==> src/rtl/key_entry_if.sv <==
// Scancode-in / number-operator-out bundle between the PS/2 receiver, key_entry and the ALU stage.
interface key_entry_if;
  logic [7:0] scan_code;
  logic       scan_valid;
  logic [7:0] number;
  logic [3:0] operand;
  logic       op_ctrl;
  logic       ovf;

  modport master (
    output scan_code, scan_valid,
    input  number, operand, op_ctrl, ovf
  );

  modport slave (
    input  scan_code, scan_valid,
    output number, operand, op_ctrl, ovf
  );
endinterface

==> src/rtl/key_entry.sv <==
// Decodes PS/2 set-2 scancodes into a saturating 3-digit decimal entry plus an operator code.
// Latency: outputs update on the edge that samples scan_valid; op_ctrl pulses the following cycle.
// No backpressure: every scan_valid strobe is consumed in the cycle it arrives.
module key_entry (
  input  logic         clk,
  input  logic         rst,
  key_entry_if.slave   bus
);

  typedef enum logic [1:0] {
    IDLE  = 2'd0,
    EXT   = 2'd1,
    BREAK = 2'd2
  } state_t;

  localparam logic [7:0] C_EXT   = 8'hE0;
  localparam logic [7:0] C_BREAK = 8'hF0;
  localparam logic [7:0] C_ENTER = 8'h5A;
  localparam logic [7:0] C_BKSP  = 8'h66;

  state_t     r_state, w_state_nxt;
  logic [7:0] r_acc, w_acc_nxt;
  logic [1:0] r_cnt, w_cnt_nxt;
  logic       r_fresh, w_fresh_nxt;
  logic [3:0] r_operand, w_operand_nxt;
  logic       r_ovf, w_ovf_nxt;
  logic       r_op_ctrl;
  logic       w_pulse;

  logic       w_digit_hit;
  logic [3:0] w_digit;
  logic       w_op_hit;
  logic [3:0] w_op_code;
  logic [9:0] w_mac;

  always_comb begin
    w_digit_hit = 1'b1;
    w_digit     = 4'd0;
    case (bus.scan_code)
      8'h45:   w_digit = 4'd0;
      8'h16:   w_digit = 4'd1;
      8'h1E:   w_digit = 4'd2;
      8'h26:   w_digit = 4'd3;
      8'h25:   w_digit = 4'd4;
      8'h2E:   w_digit = 4'd5;
      8'h36:   w_digit = 4'd6;
      8'h3D:   w_digit = 4'd7;
      8'h3E:   w_digit = 4'd8;
      8'h46:   w_digit = 4'd9;
      default: w_digit_hit = 1'b0;
    endcase
  end

  always_comb begin
    w_op_hit  = 1'b1;
    w_op_code = 4'h0;
    case (bus.scan_code)
      8'h1C:   w_op_code = 4'hA;
      8'h32:   w_op_code = 4'hB;
      8'h21:   w_op_code = 4'hC;
      8'h23:   w_op_code = 4'hD;
      8'h24:   w_op_code = 4'hE;
      8'h2B:   w_op_code = 4'hF;
      default: w_op_hit = 1'b0;
    endcase
  end

  // cnt<3 bounds acc to two digits here, so 10 bits never wraps (max 999).
  assign w_mac = ({2'b00, r_acc} * 10'd10) + {6'd0, w_digit};

  always_comb begin
    w_state_nxt   = r_state;
    w_acc_nxt     = r_acc;
    w_cnt_nxt     = r_cnt;
    w_fresh_nxt   = r_fresh;
    w_operand_nxt = r_operand;
    w_ovf_nxt     = r_ovf;
    w_pulse       = 1'b0;
    if (bus.scan_valid) begin
      case (r_state)
        IDLE: begin
          if (bus.scan_code == C_EXT) begin
            w_state_nxt = EXT;
          end else if (bus.scan_code == C_BREAK) begin
            w_state_nxt = BREAK;
          end else if (w_digit_hit) begin
            if (r_fresh) begin
              w_acc_nxt   = {4'd0, w_digit};
              w_cnt_nxt   = 2'd1;
              w_fresh_nxt = 1'b0;
              w_ovf_nxt   = 1'b0;
            end else if (r_cnt < 2'd3) begin
              w_cnt_nxt = r_cnt + 2'd1;
              if (w_mac > 10'd255) begin
                w_acc_nxt = 8'd255;
                w_ovf_nxt = 1'b1;
              end else begin
                w_acc_nxt = w_mac[7:0];
              end
            end
          end else if (w_op_hit) begin
            w_operand_nxt = w_op_code;
            w_pulse       = 1'b1;
            w_fresh_nxt   = 1'b1;
          end else if (bus.scan_code == C_ENTER) begin
            if (r_cnt != 2'd0 && !r_fresh) begin
              w_pulse     = 1'b1;
              w_fresh_nxt = 1'b1;
            end
          end else if (bus.scan_code == C_BKSP) begin
            w_acc_nxt   = 8'd0;
            w_cnt_nxt   = 2'd0;
            w_ovf_nxt   = 1'b0;
            w_fresh_nxt = 1'b0;
          end
        end
        EXT: begin
          w_state_nxt = (bus.scan_code == C_BREAK) ? BREAK : IDLE;
        end
        default: begin
          w_state_nxt = IDLE;
        end
      endcase
    end
  end

  always_ff @(posedge clk or posedge rst) begin
    if (rst) begin
      r_state   <= IDLE;
      r_acc     <= 8'd0;
      r_cnt     <= 2'd0;
      r_fresh   <= 1'b1;
      r_operand <= 4'h0;
      r_ovf     <= 1'b0;
      r_op_ctrl <= 1'b0;
    end else begin
      r_state   <= w_state_nxt;
      r_acc     <= w_acc_nxt;
      r_cnt     <= w_cnt_nxt;
      r_fresh   <= w_fresh_nxt;
      r_operand <= w_operand_nxt;
      r_ovf     <= w_ovf_nxt;
      // A commit directly behind another is folded into the first so the strobe never stretches.
      r_op_ctrl <= w_pulse & ~r_op_ctrl;
    end
  end

  assign bus.number  = r_acc;
  assign bus.operand = r_operand;
  assign bus.op_ctrl = r_op_ctrl;
  assign bus.ovf     = r_ovf;

endmodule

==> src/flat_wrapper.sv <==
// flat-port wrapper written by rule: the top's interface ports become plain ports
module key_entry_flat 
  (clk, rst, bus_scan_code, bus_scan_valid, bus_number, bus_operand, bus_op_ctrl, bus_ovf);
  key_entry_if bus_i ();
  input  logic clk;
  input  logic rst;
  input wire logic [$bits(bus_i.scan_code)-1:0] bus_scan_code;
  input wire logic [$bits(bus_i.scan_valid)-1:0] bus_scan_valid;
  output wire logic [$bits(bus_i.number)-1:0] bus_number;
  output wire logic [$bits(bus_i.operand)-1:0] bus_operand;
  output wire logic [$bits(bus_i.op_ctrl)-1:0] bus_op_ctrl;
  output wire logic [$bits(bus_i.ovf)-1:0] bus_ovf;
  assign bus_i.scan_code = bus_scan_code;
  assign bus_i.scan_valid = bus_scan_valid;
  assign bus_number = bus_i.number;
  assign bus_operand = bus_i.operand;
  assign bus_op_ctrl = bus_i.op_ctrl;
  assign bus_ovf = bus_i.ovf;
  key_entry u_core (.clk(clk), .rst(rst), .bus(bus_i));
endmodule
==> config.mk <==
export PLATFORM = sky130hd
export DESIGN_NAME = key_entry_flat
export DESIGN_NICKNAME = d
export VERILOG_FILES = /design/src/rtl/key_entry_if.sv /design/src/rtl/key_entry.sv /design/src/flat_wrapper.sv
export SDC_FILE = /design/constraint.sdc
export NUM_CORES = 1
export LEC_CHECK = 0
export BUFFER_PORTS_ARGS = -buffer_cell sky130_fd_sc_hd__buf_2
export CAP_MARGIN = 15
export CORE_MARGIN = 10
export CORE_UTILIZATION = 35
export DETAILED_ROUTE_END_ITERATION = 12
export GPL_ROUTABILITY_DRIVEN = 0
export HOLD_SLACK_MARGIN = 0.05
export PLACE_DENSITY = 0.59
export SLEW_MARGIN = 20
export SYNTH_ARGS = -nofsm -noshare
export SYNTH_HDL_FRONTEND = slang
export SYNTH_SLANG_ARGS = --single-unit
==> constraint.sdc <==
create_clock -name clk -period 4.86 [get_ports clk]
set_input_delay 0.243 -clock clk [delete_from_list [all_inputs] [get_ports clk]]
set_output_delay 0.243 -clock clk [all_outputs]
set_load 0.1 [all_outputs]
==> impl_results.md <==
- Run status: finished, final reports clean
- Total via count after detailed routing: between 1500 and 2000
- Ratio of cells with drive above 1 in the final layout: between 10% and 20%
- Area grow syn2layout: 10.1%
- Syn_nets: about 250
- Die Outline Area: 8600 um2
- Register share of total power: 25.9%
- Category of the worst setup path launch point: flip-flop
- Residual DRC count: 0
- CTS H-tree depth: 1
- Die height: slightly above 90 um
- Leakage: 0.978 nW
- DR pass1 iterations: 4
- Post-synthesis cell type count: 55
- Start-to-end type of the worst setup path: reg -> reg
- Final design utilization: between 30% and 40%
- Combined area of all synthesized cells: about 1900 um2
- Cells on worst reg2reg path: 11
- Highest routed metal layer: met4
- Placed standard-cell area: roughly 2000 um2
- Average via count per standard cell: a little over 5
- Count of flip-flops with a built-in enable after synthesis: 0
- Final hold vios: 0
- Post_cts resized: 0
- CTS Buffer Depth: 2
- Reg2reg setup slack: 1.65 ns
- Max-Cap Viols: 0
- Top fanout value on the critical path: 8
- Sequential-to-total area share from yosys stat: about a quarter
- Top cells by instance count after synthesis: 31 x nand2_1, 19 x nor2_1, 18 x dfrtp_1, 16 x ha_1, 16 x inv_1
- # Post-CTS Setup Buffers: 0
- Total Routing Usage GR: between 10% and 20%
- Slew margin rel.: between 50% and 60%
- Origin of the critical flop-to-flop path: u_core.bus.number[1]$_DFFE_PP0P_
- HPWL reported at the end of detailed placement: ~3300 um
- IO Pins: 25
- Clock insertion delay at the later pin of the skew report: about 0.25 ns
- IO buf count: 24
- Hold Path Class: in -> async
- Number of clock sinks: 19
- Critical R2R Capture: u_core.bus.number[0]$_DFFE_PP0P_
- Startpoint of the most critical setup path: u_core.bus.number[1]$_DFFE_PP0P_
- Design area: around 2000 um2
- Pin count of the biggest net entering global routing: 20
- Fmax: 0.312 GHz
- Total power density per cell area: between 400 and 500 nW/um2
- Combinational family with the most area after synthesis: simple AND/OR/NAND/NOR gates
- Cell types with the largest area share after synthesis: dfrtp_1 24%, ha_1 11%, nand2_1 6.3%
- Yosys top cell area share: between 20% and 30%
- Kind of end point of the critical path: flip-flop
- Final Slew Violations: 0
- Area fraction in compound gates after synthesis: 21.5%
- Number of buffers added by the clock tree synthesis step: 3
- Total Negative Setup Slacks: 0 ns
- Count of state elements after synthesis: 19
- Top-count cell post-synth: nand2_1
- Prevailing post-synth register cell: dfrtp_1
- Antenna violations before repair: 0
- # diodes: 0
- Xor/xnor cell area share of the yosys netlist: 5.13%
- Final setup violation count: 0
- Routed len/inst: between 10 and 15 um
- Fraction of synthesized area in multiplexers: 1.69%
- Crit path time final: between 3 and 4 ns
- Post-Route M1 WL: 2190 um
- Core area: between 5000 and 6000 um2
- Clock tree from TritonCTS: built
- Setup repair after global routing missed its margin: false
- Post-route non-filler standard cell count: ~310
- Total met3 wirelength after detailed routing: approximately 150 um
- Share of power burned in the clock network: 13.2%
- Fin Clk Skew: 0.00282 ns
- Transition at the pin with the smallest max-transition slack: roughly 0.74 ns
- Switching share of total power: between 50% and 60%
- Largest voltage drop on the vdd net: around 0.00020 V
- Clock Root Buffer: clkbuf_8
- Arrival time at the worst endpoint: 3.36 ns
- Wire length of the first global-routing pass: roughly 7300 um
- Most area-hungry cell type in the Yosys netlist: dfrtp_1
- Remaining global-route overflow: 0
- Overall routed net length: roughly 4200 um
- Count of warnings emitted by yosys: 0
- Net switching power: around 0.00045 W
- Period utilization: 66.0%
- Number of global-route vias before repair: ~1500
- Clock-pin slew on the worst setup and hold paths: around 0.08 ns
- Data required time of the worst path: 5.01 ns
- Number of routed nets with antenna violations: 0
- Width of the die: 92.8 um
- P_int: 0.000388 W
- Total of hold buffers inserted after clock tree synthesis: 0
- Starting DRT DRC Count: 86
- Fraction of registers with async set or reset after synthesis: between 90% and 100%
- Average cell area after synthesis: around 8.3 um2
- Simple-gate area share of the yosys netlist: around a quarter
- Effective utilization at floorplan: around 36%
- Routed length on met2: between 1500 and 2000 um
- Arithmetic-cell share of the synthesized area counting full adders, half adders and majority gates: between 10% and 20%
- Final Power: approximately 0.00084 W
- Layout Nets: ~270
- Cell count after synthesis: roughly 220
- Number of standard-cell rows in the floorplan: 26
- Logic gate share of total power: about three fifths
- Cell Count Post-Placement: about 310
## area by class of cell
cell class,count,area (um2)
clock buffers,3,41.3
clock inverters,1,5.00
fillers,550,3070
inverters,16,60.1
multi-input cells,179,1250
flip-flops and latches,19,477
well taps,70,87.6
repair buffers,24,120
## cell families (layout without fill, tap and decap cells)
kind of cell,count (synthesis),count (layout)
and+or+nand+nor,90,90
xor gates and xnor gates,10,10
adders and majority gates,18,18
buffers and inverters,25,44
muxes,3,3
DFF,19,19
AOI/OAI and AO/OA,58,58
## layout by cell type, fill, tap and decap left out, types with 2 or more instances in the layout
master,count
a21oi_1,12
fa_1,2
nor2b_1,3
o21ai_0,14
a21o_1,4
dfrtp_1,18
inv_1,16
clkbuf_8,3
nor2_1,19
mux2i_1,2
nor3b_1,2
ha_1,16
nand4_1,3
xor2_1,2
nand2_1,31
a211oi_1,5
nand2b_1,3
and2b_1,3
xnor2_1,7
nand3_1,7
a31oi_1,4
o22ai_1,3
nor3_1,3
buf_2,24
nor4bb_1,3
o31ai_1,4
## critical path: stages (launching register included)
cell and delay, ns:
dfrtp_1 0.45, ha_1 0.31, ha_1 0.16, inv_1 0.06, fa_1 0.40, xnor2_1 0.21, and3_1 0.23, nand2_1 0.07
or4_1 0.49, a21o_1 0.25, a31o_2 0.26, a22o_2 0.20
## power by group through the flow
stage               clock network [W]  registers [W]  logic, W
floorplan                           0       0.000392  0.000251
global placement                    0       0.000222  0.000515
detailed placement                  0       0.000222  0.000518
CTS                          0.000112       0.000220  0.000520
global route                 0.000122       0.000225  0.000571
finish                       0.000111       0.000218  0.000514
## state kept, by name (all words and copies together), names as in the netlist
name,flops
u_core.bus.number,8
u_core.bus.op_ctrl,1
u_core.bus.operand,4
u_core.bus.ovf,1
u_core.r_cnt,2
u_core.r_fresh,1
u_core.r_state,2
## layer usage
metal,track usage [%],vias up
li1,-,836
met1,14.1,737
met2,15.1,28
met3,1.29,4
met4,3.47,0
met5,0,-
## metrics by stage
| stage | setup WS [ns] | hold slack, ns |
|---|---|---|
| floorplan | 1.28 | 0.193 |
| global placement | 1.69 | 0.420 |
| detailed placement | 1.67 | 0.416 |
| CTS | 1.66 | 0.135 |
| global route | 1.47 | 0.189 |
| finish | 1.65 | 0.104 |
## worst max-delay path by stage
stage	to	slack, ns	depth (start not counted)
2_1_floorplan	u_core.bus.number[0]$_DFFE_PP0P_	1.28	11
3_3_place_gp	u_core.bus.number[0]$_DFFE_PP0P_	1.69	11
5_1_grt	u_core.bus.number[0]$_DFFE_PP0P_	1.47	11
3_5_place_dp	u_core.bus.number[0]$_DFFE_PP0P_	1.67	13
4_1_cts	u_core.bus.number[0]$_DFFE_PP0P_	1.66	11
6_report	u_core.bus.number[0]$_DFFE_PP0P_	1.65	11
Note: power is estimated with default switching activity, not from simulation.
